==> src/rtl/stream_combiner.sv <==
// Packs framed 16*P-bit beats LSB-first into 512-bit MIG write words; word registered 1 cycle after its last beat.
// Backpressure: iready = !ovalid | oready, output word held while ovalid & !oready; sticky err on framing/length faults.
module stream_combiner #(
   parameter int P = 8
) (
   input  logic              ui_clk,
   input  logic              sys_rst,
   input  logic [15:0]       messagesize,
   input  logic              msvalid,
   input  logic [16*P-1:0]   idata,
   input  logic              ivalid,
   input  logic              istart,
   input  logic              ilast,
   output logic              iready,
   output logic [511:0]      odata,
   output logic              ovalid,
   output logic              ostart,
   output logic              olast,
   input  logic              oready,
   output logic [15:0]       wordcount,
   output logic              err
);
   localparam int W     = 16 * P;
   localparam int BEATS = 512 / W;
   localparam int IW    = (BEATS > 1) ? $clog2(BEATS) : 1;
   localparam logic [IW-1:0] LAST_IDX = IW'(BEATS - 1);

   localparam logic [0:0] S_IDLE = 1'b0;
   localparam logic [0:0] S_PACK = 1'b1;

   logic [0:0]    r_state;
   logic [IW-1:0] r_idx;
   logic [511:0]  r_asm;
   logic [15:0]   r_expbeats;
   logic [15:0]   r_cnt;
   logic          r_first;

   logic          w_acc;
   logic          w_start;
   logic          w_restart;
   logic          w_drop;
   logic          w_take;
   logic          w_done;
   logic          w_len_err;
   logic [IW-1:0] w_slot;
   logic [511:0]  w_word;
   logic [15:0]   w_exp;
   logic [15:0]   w_cnt_nxt;

   assign iready    = !ovalid | oready;
   assign w_acc     = ivalid & iready;
   assign w_start   = w_acc & istart;
   assign w_restart = w_start & (r_state == S_PACK);
   assign w_drop    = w_acc & !istart & (r_state == S_IDLE);
   assign w_take    = w_start | (w_acc & (r_state == S_PACK));

   // A start beat always lands in slot 0 and ignores any partial word left behind.
   assign w_slot    = w_start ? '0 : r_idx;
   assign w_done    = w_take & ((w_slot == LAST_IDX) | ilast);
   assign w_word    = (w_start ? 512'd0 : r_asm) | (512'(idata) << (W * 32'(w_slot)));

   assign w_exp     = (messagesize / 16'(P)) + {15'd0, (messagesize % 16'(P)) != 16'd0};
   assign w_cnt_nxt = w_start ? 16'd1 : r_cnt + 16'd1;
   // Expected count of zero means the length check is disabled.
   assign w_len_err = w_take & (r_expbeats != 16'd0) &
                      (ilast ? (w_cnt_nxt != r_expbeats) : (w_cnt_nxt == r_expbeats));

   always_ff @(posedge ui_clk) begin
      if (sys_rst) begin
         r_state    <= S_IDLE;
         r_idx      <= '0;
         r_asm      <= '0;
         r_expbeats <= '0;
         r_cnt      <= '0;
         r_first    <= 1'b0;
         odata      <= '0;
         ovalid     <= 1'b0;
         ostart     <= 1'b0;
         olast      <= 1'b0;
         wordcount  <= '0;
         err        <= 1'b0;
      end else begin
         if (msvalid && (r_state == S_IDLE))
            r_expbeats <= w_exp;

         if (ovalid && oready) begin
            ovalid <= 1'b0;
            ostart <= 1'b0;
            olast  <= 1'b0;
         end

         if (w_take) begin
            r_cnt   <= w_cnt_nxt;
            r_state <= ilast ? S_IDLE : S_PACK;
            if (w_done) begin
               odata     <= w_word;
               ovalid    <= 1'b1;
               ostart    <= w_start | r_first;
               olast     <= ilast;
               wordcount <= w_start ? 16'd1 : wordcount + 16'd1;
               r_asm     <= '0;
               r_idx     <= '0;
               r_first   <= 1'b0;
            end else begin
               r_asm   <= w_word;
               r_idx   <= w_slot + IW'(1);
               r_first <= w_start | r_first;
               if (w_start)
                  wordcount <= '0;
            end
         end

         if (w_drop || w_restart || w_len_err)
            err <= 1'b1;
      end
   end
endmodule
==> config.mk <==
export PLATFORM = sky130hd
export DESIGN_NAME = stream_combiner
export DESIGN_NICKNAME = d
export VERILOG_FILES = /design/src/rtl/stream_combiner.sv
export SDC_FILE = /design/constraint.sdc
export NUM_CORES = 2
export LEC_CHECK = 0
export ABC_AREA = 1
export BUFFER_PORTS_ARGS = -buffer_cell sky130_fd_sc_hd__buf_2
export CORE_ASPECT_RATIO = 1.75
export CORE_MARGIN = 3
export CORE_UTILIZATION = 60
export DETAILED_ROUTE_END_ITERATION = 8
export GPL_TIMING_DRIVEN = 0
export PLACE_DENSITY = 0.79
export SYNTH_ARGS = -nofsm -noshare
export SYNTH_HDL_FRONTEND = slang
export SYNTH_SLANG_ARGS = --single-unit
==> constraint.sdc <==
create_clock -name ui_clk -period 4.7 [get_ports ui_clk]
set_clock_uncertainty 0.1 [all_clocks]
set_input_delay 0.47 -clock ui_clk [delete_from_list [all_inputs] [get_ports ui_clk]]
set_output_delay 0.47 -clock ui_clk [all_outputs]
set_load 0.03 [all_outputs]
# Yosys cells after proc, flatten, opt, wreduce, memory -nomap -nowiden
# Index checks and enable logic that the tools add are counted.
# word_totals
regBits	1080
in_bits	151
out_inout_bits	533
# classes
add_sub_neg	4
eq_ne	3
n_shift	1
muxes	20
n_bitwise	15
reduce_logical	11
# ops
op	n
two-way mux 512 bit	2
OR 512 bit	1
left shift 128 x 9 -> 512 bit	1
two-way mux 16 bit	4
adder 16 x 1 -> 16 bit, second input constant	2
nonzero test 16 bit	2
equality test 16 bit	1
!= test 16 bit	1
adder 13 x 1 -> 14 bit	1
two-way mux 1 bit	12
AND 1 bit	9
two-way mux 2 bit	2
OR 1 bit	4
AND reduction 2 bit	2
adder 2 x 1 -> 2 bit, second input constant	1
equality test 2 bit, second input constant	1
logical AND 1 bit	2
logical NOT 1 bit	2
logical OR 1 bit	2
nonzero test 2 bit	1
NOT 1 bit	1

# Depth between registers and ports, before layout
# depth
depth_word	10
mapped_depth	17
mapped_depth_nobuf	15

# Worst setup path before layout
# Ideal clock, no wire load.
# synth_path
kind	input to register
startpoint	input oready
endpoint	register wordcount[7]
setup_time_ps	95
arrival_time_ps	2623
required_time_ps	4505
path_slack_ps	1881
path_stages	16
path_buffers	5
path_cell_list	inv_2 > nand2_2 > nand3_1 > nand2_1 > inv_2 > buf_2 > clkbuf_1 > ha_1 > o21ai_2 > buf_6 > inv_4 > buf_6 > nor2_2 > buf_4 > nand2_1 > a221oi_1
# synth_via
elab_chain_cells	9
word_cells_on_any_way	13
classes_between	eq/ne (1); mux (3); bitwise (7); reduce/logical (2)
# synth_rtl
element	line	source
start: declaration	19	input logic oready,
OR 1 bit *	50	assign iready = !ovalid | oready;
named net iready	14	output logic iready,
AND 1 bit *	51	assign w_acc = ivalid & iready;
AND 1 bit	52	assign w_start = w_acc & istart;
two-way mux 2 bit	58	assign w_slot = w_start ? '0 : r_idx;
equality test 2 bit	59	assign w_done = w_take & ((w_slot == LAST_IDX) | ilast);
OR 1 bit	59	
AND 1 bit	59	
nonzero test 2 bit (no source line)	--	
AND reduction 2 bit (no source line)	--	
end signal: assignment	100	wordcount <= w_start ? 16'd1 : wordcount + 16'd1;
end: declaration	20	output logic [15:0] wordcount,
# The timed path passes the listed nets; every way through them passes the cells marked *.
# A chain may end at the register's enable or synchronous reset.

# Final worst setup path
# layout_path
startpoint	register ovalid
endpoint	register r_asm[322]
# layout_via
elab_chain_cells	9
word_cells_on_any_way	14
classes_between	eq/ne (1); shift (1); mux (3); bitwise (8); reduce/logical (1)
# layout_rtl
element	line	source
start: declaration	16	output logic ovalid,
start signal: assignment	77	ovalid <= 1'b0;
start signal: assignment	87	ovalid <= 1'b0;
start signal: assignment	97	ovalid <= 1'b1;
logical NOT 1 bit *	50	
OR 1 bit *	50	
AND 1 bit *	51	
parallel branches: the longest is 6 deep, another holds left shift 128 x 9 -> 512 bit	--	
end signal: assignment	105	r_asm <= w_word;
end: declaration	33	logic [511:0] r_asm;
# Every way passes the cells marked *.

==> metrics.csv <==
stage;metric;value;unit
layout;fraction_of_final_layout_cells_with_drive_strength_greater_than_1;13.4;%
clock_network;postCtsSetupRepairBufs;0;
clock_network;tritoncts_clock_tree;done;
clock_network;cts_buf_count;96;
grt;first_global_vias;44700;
worst_setup_path;cp-start-kind;register;
floorplan;floorplan_core_area;75600;um^2
layout;area.sequential;21600;um^2
worst_setup_path;worstRegToRegCells;15;
pwr;power.leakage;25.4;nW
worst_setup_path;path_cells;nand2_2 -> nand3_1 -> nand2_1 -> inv_2 -> buf_2 -> clkbuf_1 -> ha_1 -> o21ai_2 -> buf_6 -> inv_4 -> nor2_8 -> buf_2 -> buf_2 -> nand2_1 -> a21oi_1;
timing;max_freq;224;MHz
synthesis;ys_types;37;
run;drv.max_cap_violation_count;1;
worst_setup_path;critical_path_arrival;5.00;ns
pwr;post-layout-total-power;21.4;mW
hold_path;worst_hold_path.num_cells;3;
worst_setup_path;critical_path.reg2reg.endpoint;r_asm[322];
grt;grt_max_degree;17;
timing;timing_worst_slew_pin_value;1.54;ns
synthesis;combinational_family_with_the_most_area_after_synthesis;simple AND/OR/NAND/NOR gates;
synthesis;syn_area;46000;um^2
synthesis;synth.avg_cell_area;6.72;um^2
worst_setup_path;critical_path_class;register to register;
worst_setup_path;worstPathRequired;5.23;ns
timing;max_slew_margin;-2.52;%
pwr;power_density;396;nW/um^2
clock_network;cts_htree_levels;3;
clock_network;clk_transition_reported_paths;0.07;ns
grt;global_route.usage.total;42.6;%
hold_path;worst_hold_path.endpoint;r_expbeats[13];
synthesis;yosys.area_share.simple;25.1;%
drt;antenna_violating_nets_post_route;0;
hold_path;hold_path.class;primary input to register;
floorplan;floorplan.rows;133;
pwr;switching_power_total;6.32;mW
pwr;combPwrFrac;14.8;%
layout;final_net_count;7776;
synthesis;synth-adder-area-share;0.136;%
placed_design;hpwlAfterDp;135000;um
synthesis;ys_seq_elements;1078;
synthesis;synth_top_flop_cell;sky130_fd_sc_hd__dfxtp_1;
synthesis;synthCells;6838;
clock_network;clkSinkCount;1078;
pwr;swShare;29.5;%
run_status;run_status;finished with violations;
layout;fillerInstances;6697;
drt;first_drt_iteration_drcs;4908;
worst_setup_path;critPathTopFamily;buffers and inverters;
hold_path;min_from;messagesize[15];
run_status;violations;max-capacitance violations, max-slew violations;
worst_setup_path;r2r_slack;0.23;ns
synthesis;syn_nets;6994;
grt;grt_first_pass_wirelength;261000;um
worst_setup_path;path_common_cell;sky130_fd_sc_hd__buf_2;
timing;unrepaired_setup_endpoints_after_global_routing;false;
synthesis;ys.warnings.count;0;
drt;drt-vias-per-instance;5.60;
pwr;seq_power_share;45.6;%
placed_design;port_buffers;682;
drt;number_of_remaining_drc_errors;0;
clock_network;clockBufferDepth;3;
synthesis;synthesized_area_fraction_occupied_by_ao_oa_aoi_and_oai_cells;18.0;%
worst_setup_path;path_buf_inv;7;
floorplan;die_area;80100;um^2
grt;antenna_found_initial;9;
worst_setup_path;crit_path_max_fanout;10;
synthesis;post_synth_xor_area_fraction;0.267;%
pwr;irDropWorstVdd;342;uV
timing;report.final.hold_viol_count;0;
worst_setup_path;critPathCaptureType;register;
synthesis;synth-edff-count;0;
drt;via_count;48800;
floorplan;die_y;372;um
synthesis;fraction_of_synthesis_flops_using_an_asynchronous_set_or_reset_pin;0;%
timing;finalSetupViolCount;0;
layout;area_growth;17.5;%
placed_design;place_congestion;0.997;
synthesis;yosysSeqAreaShare;46.9;%
timing;fin_crit;4.47;ns
worst_setup_path;timing.critical_path.slowest_cell_delay;0.60;ns
floorplan;die_w;215;um
pwr;pwr-share-clk;39.7;%
floorplan;ioPinCount;684;
worst_setup_path;crit_path_slowest_cell;sky130_fd_sc_hd__buf_2;
timing;final_max_slew_viols;11;
drt;wl;179000;um
clock_network;clk-insertion-delay-late;0.72;ns
drt;drt-pass1-iter-count;9;
timing;finalCritPeriodShare;95.1;%
timing;totalNegativeSetupSlack;0;ns
drt;detail_route.wl_per_cell;20.5;um
floorplan;initial_utilization;60.8;%
clock_network;root_buffer_cell;sky130_fd_sc_hd__clkbuf_16;
layout;multiInputGateArea;20000;um^2
pwr;intPower;15.1;mW
grt;grt_overflow_total;0;
synthesis;post_synth_mux_area_share;0;%
worst_setup_path;reg2reg_start;ovalid;
==> Yosys cell counts (all sizes together) (2+ instances only) <==
library cell	number	area, um^2
ha	5	62.6
nor3	8	45.0
nand4	20	125
clkbuf	284	1070
a31oi	2	12.5
a211oi	5	37.5
inv	581	2180
a21oi	557	2800
dfxtp	1078	21600
nand2	1894	7110
nor4	2	12.5
buf	213	1150
xnor2	3	26.3
xor2	11	96.3
nor2	1061	4020
o21ai	1063	5320
a221oi	6	52.6
nand3	35	175
nand3b	3	22.5
o21bai	3	22.5
==> repair_timing <==
item	CTS	global route
hold buffers	2	0
gates resized for setup	0	0
endpoints found under the hold margin	2	0
setup endpoints to repair	0	0
==> registers in the layout, summed over array words and instances (netlist names) <==
signal	flops
r_idx	2
odata	512
r_asm	512
ovalid	1
err	1
r_first	1
r_cnt	16
wordcount	16
r_expbeats	14
r_state	1
ostart	1
olast	1
==> logic make-up after synthesis <==
logic type | count (synthesis)
fa+ha+maj | 5
simple gates | 3025
flops | 1078
compound gates | 1638
xor+xnor | 14
buf+inv | 1078
==> metrics by stage <==
stage               instances  area (um^2)  hold WS, ns  worst slack [ns]  util (%)
finish                   8716        54000       0.0180             0.228      71.5
detailed placement       8532        50700        0.355             0.236      67.0
floorplan                6838        46000        0.345              1.88         -
global placement         8532        50600        0.351             0.108      67.0
CTS                      8712        54000      0.00353             0.422      71.5
global route             8714        54000       0.0560             0.255      71.5
==> how the worst max path moves through the flow <==
stage | from | end | depth (start not counted)
finish | ovalid | r_asm[322] | 15
global route | ovalid | r_asm[322] | 15
CTS | ovalid | r_asm[322] | 15
detailed placement | oready | r_asm[322] | 17
global placement | oready | odata[216] | 14
floorplan | oready | wordcount[7] | 16
==> area by class of cell <==
class                   count  area share (%)
diodes                      4          0.0185
plain buffers             497            4.12
clock buffers             137            5.30
clock inverters            41           0.887
inverters                 581            4.04
multi-input cells        4682            37.0
flip-flops and latches   1078            39.9
well taps                1012            2.34
repair buffers            684            6.36
==> tightest hold or removal path, stage by stage <==
cell                      delay [ns]
sky130_fd_sc_hd__buf_2          0.14
sky130_fd_sc_hd__nand4_1        0.11
sky130_fd_sc_hd__a21oi_1        0.06
==> layer usage <==
metal	up-vias	part of all wire, %	track usage, %
met2	2614	46	70.7
met3	680	11	11.1
met5	-	0.0073	0
met4	2	9.8	35.5
met1	22400	34	45.5
li1	23100	-	-
==> cell usage in the layout, fill, tap and decap left out, types with 6 or more instances in the layout <==
master,instances
sky130_fd_sc_hd__clkbuf_16,101
sky130_fd_sc_hd__o21ai_0,942
sky130_fd_sc_hd__nor3_1,7
sky130_fd_sc_hd__a21oi_1,556
sky130_fd_sc_hd__bufinv_16,10
sky130_fd_sc_hd__buf_2,794
sky130_fd_sc_hd__clkbuf_1,294
sky130_fd_sc_hd__clkbuf_8,20
sky130_fd_sc_hd__o21ai_1,120
sky130_fd_sc_hd__clkinv_2,27
sky130_fd_sc_hd__buf_1,46
sky130_fd_sc_hd__nand4_1,20
sky130_fd_sc_hd__clkbuf_2,6
sky130_fd_sc_hd__nand3_1,35
sky130_fd_sc_hd__a221oi_1,6
sky130_fd_sc_hd__dfxtp_1,1078
sky130_fd_sc_hd__nor2_1,1056
sky130_fd_sc_hd__buf_4,53
sky130_fd_sc_hd__inv_1,576
sky130_fd_sc_hd__nand2_1,1892
sky130_fd_sc_hd__xor2_1,11
==> power by group through the flow <==
stage               logic, mW  clock network (mW)  registers (mW)
detailed placement       3.07                   0            9.95
global placement         3.05                   0            9.94
floorplan                1.40                   0            10.4
CTS                      3.10                8.46            9.75
finish                   3.16                8.49            9.76
global route             3.39                8.83            9.79
Power figures use the tool's default switching activity.
